### config.mk
export PLATFORM = sky130hd
export DESIGN_NAME = fsm_countdown
export DESIGN_NICKNAME = d
export VERILOG_FILES = /design/src/rtl/fsm_countdown.sv
export SDC_FILE = /design/constraint.sdc
export NUM_CORES = 1
export LEC_CHECK = 0
export ABC_CLOCK_PERIOD_IN_PS = 6560
export CAP_MARGIN = 20
export CORE_MARGIN = 1
export CORE_UTILIZATION = 48
export CTS_CLUSTER_DIAMETER = 150
export CTS_CLUSTER_SIZE = 30
export DETAILED_ROUTE_END_ITERATION = 12
export PLACE_DENSITY = 0.91
export SLEW_MARGIN = 20
export SYNTH_ARGS = -nofsm -noshare
export SYNTH_HDL_FRONTEND = slang
export SYNTH_SLANG_ARGS = --single-unit
### constraint.sdc
create_clock -name clk -period 6.56 [get_ports clk]
set_clock_uncertainty 0.2 [all_clocks]
set_input_delay 1.312 -clock clk [delete_from_list [all_inputs] [get_ports clk]]
set_output_delay 1.312 -clock clk [all_outputs]
set_load 0.02 [all_outputs]
### src/rtl/fsm_countdown.sv
// Loadable BCD M:SS countdown timer (0:00..9:59), done/err pulses.
// Ports: clk, reset (sync, active-low), en, load, ld_1..ld_3, start,
//        pause in; num_1..num_3, busy, done, err, warn out.
module fsm_countdown #(
   parameter int MAX_MIN = 9
) (
   input  logic       clk,
   input  logic       reset,
   input  logic       en,
   input  logic       load,
   input  logic [3:0] ld_1,
   input  logic [2:0] ld_2,
   input  logic [3:0] ld_3,
   input  logic       start,
   input  logic       pause,
   output logic [3:0] num_1,
   output logic [2:0] num_2,
   output logic [3:0] num_3,
   output logic       busy,
   output logic       done,
   output logic       err,
   output logic       warn
);

   localparam logic [1:0] S_IDLE  = 2'd0;
   localparam logic [1:0] S_RUN   = 2'd1;
   localparam logic [1:0] S_PAUSE = 2'd2;
   localparam logic [1:0] S_DONE  = 2'd3;

   localparam logic [3:0] MAX_M = 4'(MAX_MIN);

   logic [1:0] state;
   logic [1:0] state_n;

   logic [3:0] n1_n;
   logic [2:0] n2_n;
   logic [3:0] n3_n;
   logic       done_n;
   logic       err_n;

   logic [3:0] dec_1;
   logic [2:0] dec_2;
   logic [3:0] dec_3;

   logic       ld_ok;
   logic       cnt_zero;
   logic       cnt_one;

   assign ld_ok = (ld_1 <= 4'd9)
                && (ld_2 <= 3'd5)
                && (ld_3 <= MAX_M);

   assign cnt_zero = (num_3 == 4'd0)
                   && (num_2 == 3'd0)
                   && (num_1 == 4'd0);

   assign cnt_one = (num_3 == 4'd0)
                  && (num_2 == 3'd0)
                  && (num_1 == 4'd1);

   // One-second decrement with BCD borrow chain.
   // Only used when the count is nonzero, so num_3 never wraps.
   always_comb begin
      dec_1 = num_1 - 4'd1;
      dec_2 = num_2;
      dec_3 = num_3;
      if (num_1 == 4'd0) begin
         dec_1 = 4'd9;
         if (num_2 == 3'd0) begin
            dec_2 = 3'd5;
            dec_3 = num_3 - 4'd1;
         end else begin
            dec_2 = num_2 - 3'd1;
         end
      end
   end

   always_comb begin
      state_n = state;
      n1_n    = num_1;
      n2_n    = num_2;
      n3_n    = num_3;
      done_n  = 1'b0;
      err_n   = 1'b0;
      case (state)
         S_IDLE, S_PAUSE: begin
            // Load wins over start; state is left alone.
            if (load) begin
               if (ld_ok) begin
                  n1_n = ld_1;
                  n2_n = ld_2;
                  n3_n = ld_3;
               end else begin
                  err_n = 1'b1;
               end
            end else if (start && !cnt_zero) begin
               state_n = S_RUN;
            end
         end
         S_RUN: begin
            if (pause) begin
               state_n = S_PAUSE;
            end else if (en && !cnt_zero) begin
               n1_n = dec_1;
               n2_n = dec_2;
               n3_n = dec_3;
               if (cnt_one) begin
                  state_n = S_DONE;
                  done_n  = 1'b1;
               end
            end
         end
         S_DONE: begin
            if (load) begin
               if (ld_ok) begin
                  n1_n    = ld_1;
                  n2_n    = ld_2;
                  n3_n    = ld_3;
                  state_n = S_IDLE;
               end else begin
                  err_n = 1'b1;
               end
            end
         end
         default: begin
            state_n = S_IDLE;
         end
      endcase
   end

   always_ff @(posedge clk) begin
      if (!reset) begin
         state <= S_IDLE;
         num_1 <= 4'd0;
         num_2 <= 3'd0;
         num_3 <= 4'd0;
         done  <= 1'b0;
         err   <= 1'b0;
      end else begin
         state <= state_n;
         num_1 <= n1_n;
         num_2 <= n2_n;
         num_3 <= n3_n;
         done  <= done_n;
         err   <= err_n;
      end
   end

   assign busy = (state == S_RUN)
              || (state == S_PAUSE);

   assign warn = busy
              && (num_3 == 4'd0)
              && (num_2 == 3'd0)
              && (num_1 != 4'd0);

endmodule

==> After elaboration in Yosys (flattened, before gate mapping) <==
Cells that the tools add are included.
{ "classes": {"addsub": 3, "magnitude_cmp": 3, "n_eq_ne": 16, "mux": 30, "bitwise_logic": 3, "n_reduce_logical": 25} }
{ "ops": {"columns": ["cell", "n"], "rows": [
  ["2-to-1 mux 4 bit", 11],
  ["2-to-1 mux 3 bit", 6],
  ["inequality test 2 bit (second input constant)", 8],
  ["case mux 4 bit (2 select lines)", 2],
  ["2-to-1 mux 2 bit", 7],
  ["AND reduction 6 bit", 2],
  ["logical AND 1 bit", 10],
  ["less-or-equal comparator 4 bit (second input constant)", 2],
  ["zero test 4 bit", 2],
  ["subtractor 4 x 1 -> 4 bit (second input constant)", 2],
  ["inequality test 3 bit (second input constant)", 2],
  ["case mux 2 bit (3 select lines)", 1],
  ["case mux 3 bit (2 select lines)", 1],
  ["AND reduction 5 bit", 1],
  ["equality test 2 bit (second input constant)", 2],
  ["equality test 4 x 1 -> 1 bit (second input constant)", 1],
  ["inequality test 2 x 1 -> 1 bit (second input constant)", 2],
  ["AND reduction 4 bit", 1],
  ["nonzero test 4 bit", 1],
  ["OR reduction 4 bit", 1],
  ["less-or-equal comparator 3 bit (second input constant)", 1],
  ["zero test 3 bit", 1],
  ["inverter 1 bit", 3],
  ["AND reduction 3 bit", 1],
  ["other kinds (8)", 9]
]} }
{ "totals": {"register_bits": 15, "inputBits": 17, "wordCells": 86} }

==> Depth between registers and ports, before layout <==
Gate-level depths: netlist of run 1.
{ "logic_depth": {"word_depth": 8, "ltp_mapped": 8} }

==> Worst setup path after synthesis of run 1 <==
OpenSTA, ideal clock, no wires.
{ "synth_timing": {"kind": "register to output", "start": "reg num_3[0]", "end": "out warn", "arrival_ps": 1605, "required_time_ps": 5048, "setup_slack_ps": 3443, "stages_incl_launch_ff": 6, "path_cell_list": "dfxtp_1 > inv_1 > ha_1 > or3b_1 > buf_2 > nor3_1"} }
{ "synth_via": {"elab_chain_len": 4} }
{ "synth_rtl": {"columns": ["item", "line", "text"], "rows": [
  ["start, declared", "18", "output logic [3:0] num_3,"],
  ["start signal, assigned", "143", "num_3 <= n3_n;"],
  ["zero test 4 bit", "153", "&& (num_3 == 4'd0)"],
  ["logical AND 1 bit", "153", null],
  ["logical AND 1 bit", "154", "&& (num_2 == 3'd0)"],
  ["logical AND 1 bit", "155", "&& (num_1 != 4'd0);"],
  ["end, declared", "22", "output logic warn"]
]} }
Every way passes these cells.

==> Worst setup path after layout of run 1 <==
Same ends and word-level chain as after synthesis.

==> results.json, run 1 <==
{
  "synthToLayoutAreaGrowth_pct": 35.2,
  "cts_buffers": 3,
  "min_period_ns": 3.71,
  "tritoncts": "yes",
  "cts.hold.buffers_added": 0,
  "grt_pass1_vias": 958,
  "ir_worst_vdd_mv": 0.191,
  "synthTopCellsByArea": "dfxtp_1 (31%), ha_1 (7.8%), a21oi_1 (6.2%)",
  "drive_above_1_share_pct": 4.67,
  "synthCells": 120,
  "cpPeakStageDelay_ns": 0.63,
  "fin_crit_sh_pct": 56.5,
  "start_kind": "register",
  "p_sw_mw": 0.186,
  "avgSynthCellArea_um2": 8.05,
  "clock-sinks": 15,
  "regToRegSetupSlack_ns": 3.62,
  "status": "finished, final reports clean",
  "vias": 1059,
  "antenna_found_initial": 0,
  "die_y_um": 46.9,
  "clock_latency_ns": 0.28,
  "synth_seq_area_share_pct": 31.1,
  "grt_max_degree": 27,
  "synth_area_um2": 966,
  "synth.area.mux_share_pct": 2.20,
  "yosys.area_share.adder_pct": 7.77,
  "coreArea_mm2": 0.00180,
  "rows": 15,
  "drt_wl_total_um": 2540,
  "ant_nets": 0,
  "cts_resized": 0,
  "fillCellCount": 147,
  "post-synth-top-area-cell": "dfxtp_1",
  "port_buffers": 31,
  "synth_edf_count": 0,
  "place_ws_ns": 2.96,
  "cp_max_fo": 6,
  "fin_setup_tns_ns": 0,
  "cp.arrival_ns": 2.20,
  "clock-root-buffer": "clkbuf_4",
  "p_comb_share_pct": 55.5,
  "dieArea_mm2": 0.00220,
  "critical_path_class": "register to primary output",
  "setup_viol": 0,
  "tightestPinTransition_ns": 0.847,
  "drc": 0,
  "synth_compound_area_share_pct": 28.8,
  "place_hpwl_um": 1880,
  "final_max_slew_viol_count": 0,
  "drtIter0Drc": 47,
  "synth_xor_area_share_pct": 0,
  "grt_usage_pct": 24.9,
  "synth_ff_type": "dfxtp_1",
  "internal_power_mw": 0.241,
  "initial_utilization_pct": 53.6,
  "yosys_warnings": 0,
  "first_pass_iters": 4,
  "nNetsFinal": 174,
  "synth-simple-area-share_pct": 24.2,
  "clkPwrFrac_pct": 12.5,
  "crit_chain": "inv_1, ha_1, or3b_1, nor3_1, clkdlybuf4s50_1",
  "p_per_area_mw_per_mm2": 326,
  "synth_cell_types": 43,
  "wl_per_cell_um": 14.5,
  "maxCapViolations": 0,
  "multi_input_area_um2": 608,
  "hold_viol": 0,
  "die_w_um": 46.9,
  "io_pins": 32,
  "cts_buffer_depth": 2,
  "grt-ovfl-total": 0,
  "synth_fp_nets": 143,
  "p_sw_share_pct": 43.6,
  "fmax_mhz": 270,
  "synth_top_family_by_area": "compound AO/OA/AOI/OAI gates",
  "pwr-share-seq_pct": 32.0,
  "regArea_um2": 300,
  "viasPerCell": 6.05,
  "htree_levels": 1,
  "worstPathRequired_ns": 5.05,
  "async_flop_share_pct": 0,
  "rsz0062_at_grt": "false",
  "hold_class": "register to register",
  "setup_ws_ns": 2.85,
  "synth_top_area_share_pct": 31.1,
  "clk_pin_slew_ns": 0.09,
  "gp_congestion": 0.823,
  "ys_ff_latch": 15,
  "cp_slowest_cell": "clkdlybuf4s50_1",
  "end_kind": "primary output",
  "p_leak_nw": 0.475,
  "diodes": 0,
  "grt_pass1_wl_um": 4000,
  "post_cts_buffers": 0,
  "slew-limit-headroom_pct": 43.5
}
==> cell usage in the layout (no fill, tap or decap), drive strengths merged, types with 2 or more instances in the layout <==
cell type,count
a21oi,12
or2,2
nor2b,3
nand4b,2
nor2,10
inv,8
or3,2
or4,2
o31ai,4
nor3,2
a21o,2
clkbuf,4
ha,6
a211oi,2
clkdlybuf4s50,31
nand2b,2
nand2,8
nor4,3
dfxtp,15
o21a,2
o211ai,2
o21ai,8
==> per-stage QoR <==
stage               instance area [um2]  util [%]  std cells  hold slack, ns  power, mW
floorplan                           966         -        120           0.308      0.295
global placement                   1280      71.0        171           0.316      0.361
detailed placement                 1280      71.0        171           0.325      0.371
CTS                                1310      72.5        175           0.339      0.424
global route                       1310      72.5        175           0.391      0.456
finish                             1310      72.5        175           0.347      0.426
==> power by group through the flow <==
stage                     Combinational (mW)  Clock [mW]  Sequential (mW)
after global placement                 0.226           0            0.135
after CTS                              0.235      0.0544            0.135
final                                  0.237      0.0535            0.136
after floorplan                        0.142           0            0.153
after detailed placement               0.233           0            0.138
after global routing                   0.259      0.0581            0.140
==> logic make-up (layout without fill, tap and decap cells) <==
group           Yosys count  after routing
flops                    15             15
fa+ha+maj                 6              6
mux                       2              2
simple gates             42             42
buf+inv                  13             43
compound gates           42             42
==> state kept, by name, summed over array words and instances, names as in the netlist <==
signal	cells
num_2	3
err	1
num_1	4
done	1
num_3	4
state	2
==> worst max-delay path: cells and delay by family (launching register included) <==
| kind | cells | cell delay, ns |
|---|---|---|
| adders and majority gates | 1 | 0.16 |
| DFF | 1 | 0.34 |
| buffers and inverters | 2 | 0.75 |
| and+or+nand+nor | 2 | 0.66 |
==> area by class of cell <==
| type | count | area share (%) |
|---|---|---|
| tap | 25 | 2.39 |
| multi-input combinational | 92 | 46.6 |
| timing repair buffer | 31 | 23.8 |
| sequential | 15 | 23.0 |
| inverter | 8 | 2.30 |
| clock buffer | 4 | 2.01 |
==> cells in the mapped netlist (all sizes together) (2+ instances only) <==
cell type   n
o21ai       8
nor2b       3
or3         2
a21o        2
buf         3
nor4        3
nand4b      2
or4         2
o31ai       4
o211ai      2
dfxtp      15
nand2       8
nand2b      2
clkbuf      2
nor3        2
a21oi      12
a211oi      2
o21a        2
ha          6
inv         8
or2         2
nor2       10
==> metal layers <==
layer | wire [um] | up-vias | part of all wire (%) | global-route usage, %
met5 | 0 | - | 0 | 0
li1 | - | 510 | - | -
met4 | 22 | 0 | 0.86 | 9.14
met1 | 1130 | 511 | 44 | 31.2
met2 | 1280 | 34 | 50 | 43.6
met3 | 116 | 4 | 4.6 | 3.08
==> path summary, 6_finish.rpt <==
kind,start,end,cells past startpoint
hold / removal,num_1[1],num_1[1],2
setup reg to reg,state[1],num_3[0],7
setup / recovery,num_3[0],warn,5
hold reg to reg,num_1[1],num_1[1],2
Power figures use the tool's default switching activity.
==> run 2: changes to the inputs <==
- ABC_CLOCK_PERIOD_IN_PS: 6560 -> 3300
- CORE_UTILIZATION: 48 -> 40
- PLACE_DENSITY: 0.91 -> 0.82
- clock period: 6.56 -> 3.3 ns (I/O delays scaled with it)
==> run 2 against run 1 <==
Against the previous run:
- clock power is 100% higher
- first-iteration DRC count down 45%
- cell count increased by 2.9%
- count of clock-buffer cells in the layout fell by 1
- sequential cell count stayed put
- total power grew 100%
- core utilization fell by 14 points
- non-clock buffer count rose by 2
- design area grew 1.5%
- sequential power increased by 98%
- sequential share of layout area fell by 0.35 points
- global-route usage decreased by 4.5 points
- critical path type unchanged
==> results.json, run 2 (synthesis gave the netlist of run 1 again) <==
{
  "vias": 1020,
  "dp_cells": 176,
  "gp_congestion": 0.774,
  "initial_utilization_pct": 42.8,
  "critical_path_class": "register to primary output",
  "internal_power_mw": 0.484,
  "fillCellCount": 215,
  "worstPathRequired_ns": 2.44,
  "die_y_um": 51.1,
  "clk_pin_slew_ns": 0.10,
  "htree_levels": 1,
  "r2r_end": "state[0]",
  "nNetsFinal": 176,
  "grt-ovfl-total": 0,
  "min_period_ns": 3.06,
  "cts.hold.buffers_added": 0,
  "reg2regPathDepth": 7,
  "viasPerCell": 5.67,
  "die_w_um": 51.1,
  "cp_max_fo": 6,
  "rows": 17,
  "placed_area_mm2": 0.00130,
  "hold_class": "register to register",
  "grt_max_degree": 26,
  "grt_pass1_wl_um": 4070,
  "finish.utilization_pct": 58.8,
  "ant_nets": 0,
  "status": "finished, final reports clean",
  "setup_ws_ns": 0.236,
  "grt_usage_pct": 20.4,
  "io_pins": 32,
  "fmax_mhz": 326,
  "hold_ws_ns": 0.344,
  "p_sw_mw": 0.372,
  "final_max_slew_viol_count": 0,
  "synthToLayoutAreaGrowth_pct": 37.3,
  "fin_crit_sh_pct": 92.9,
  "rsz0062_at_grt": "false",
  "fin_cells": 180,
  "maxCapViolations": 0,
  "place_hpwl_um": 1890,
  "design_area_mm2": 0.00133,
  "clock-sinks": 15,
  "p_leak_nw": 0.488,
  "clkPwrFrac_pct": 12.7,
  "drive_above_1_share_pct": 6.58,
  "reg2reg_from": "num_3[0]",
  "tritoncts": "yes",
  "layout.cells.most_common_list": "clkdlybuf4s50_1 (31), dfxtp_1 (15), a21oi_1 (12)",
  "post_cts_buffers": 0,
  "cts_buffers": 3,
  "end_kind": "primary output",
  "ir_worst_vdd_mv": 0.316,
  "coreArea_mm2": 0.00225,
  "drtIter0Drc": 26,
  "first_pass_iters": 4,
  "slew-limit-headroom_pct": 62.3,
  "place_ws_ns": 0.523,
  "tightestPinTransition_ns": 0.565,
  "drc": 0,
  "dieArea_mm2": 0.00262,
  "p_comb_share_pct": 55.8,
  "p_sw_share_pct": 43.5,
  "cts_resized": 0,
  "grt_pass1_vias": 968,
  "final_common_cell": "clkdlybuf4s50_1",
  "start_kind": "register",
  "cp.arrival_ns": 2.20,
  "setup_viol": 0,
  "power.total_mw": 0.856,
  "regToRegSetupSlack_ns": 0.60,
  "port_buffers": 31,
  "pwr-share-seq_pct": 31.5,
  "p_per_area_mw_per_mm2": 645,
  "top_regs": "num_1 x4, num_3 x4, num_2 x3",
  "cts_buffer_depth": 2,
  "antenna_found_initial": 0,
  "clock-root-buffer": "clkbuf_4",
  "wl_per_cell_um": 13.7,
  "hold_path_startpoint": "num_1[1]",
  "hold_viol": 0,
  "drt_wl_total_um": 2460,
  "fin_setup_tns_ns": 0,
  "diodes": 0,
  "clock_latency_ns": 0.29,
  "hold_path_end": "num_1[1]",
  "min_path_cells": 2
}
==> run 2: cell types whose count changed in the layout (fill, tap and decap cells not counted) <==
cell      delta
clkbuf_1     -1
clkinv_2     +1
buf_4        +2
==> run 2: cell type report <==
class	count	area, um2	area share (%)
timing repair buffer	33	325	24.5
clock inverter	1	5.00	0.377
inverter	8	30.0	2.26
sequential	15	300	22.6
tap	28	35.0	2.64
multi-input combinational	92	608	45.8
clock buffer	3	22.5	1.70
==> run 2: how the worst max path moves through the flow <==
stage | from | to | slack [ns] | cells after the start
floorplan | num_3[0] | state[0] | 0.73 | 8
global placement | en | state[0] | 0.57 | 6
detailed placement | en | state[0] | 0.52 | 6
CTS | num_3[0] | warn | 0.24 | 5
global route | num_3[0] | warn | 0.08 | 5
finish | num_3[0] | warn | 0.24 | 5
==> run 2: routing by layer <==
metal	part of all wire (%)	track usage, %
met1	46	23.5
met2	50	37.3
met3	3.0	3.27
met4	0.73	7.87
met5	0	0
==> run 2: worst max-delay path, stage by stage, from the launching register on <==
cell	delay, ns
dfxtp_1	0.35
inv_1	0.13
ha_1	0.16
or3b_1	0.44
nor3_1	0.21
clkdlybuf4s50_1	0.63
==> run 2: power by group through the flow <==
| stage | sequential [mW] | combinational (mW) | clock (mW) |
|---|---|---|---|
| CTS | 0.269 | 0.476 | 0.112 |
| global placement | 0.269 | 0.457 | 0 |
| finish | 0.269 | 0.478 | 0.109 |
| global route | 0.276 | 0.521 | 0.119 |
| detailed placement | 0.272 | 0.472 | 0 |
| floorplan | 0.303 | 0.282 | 0 |
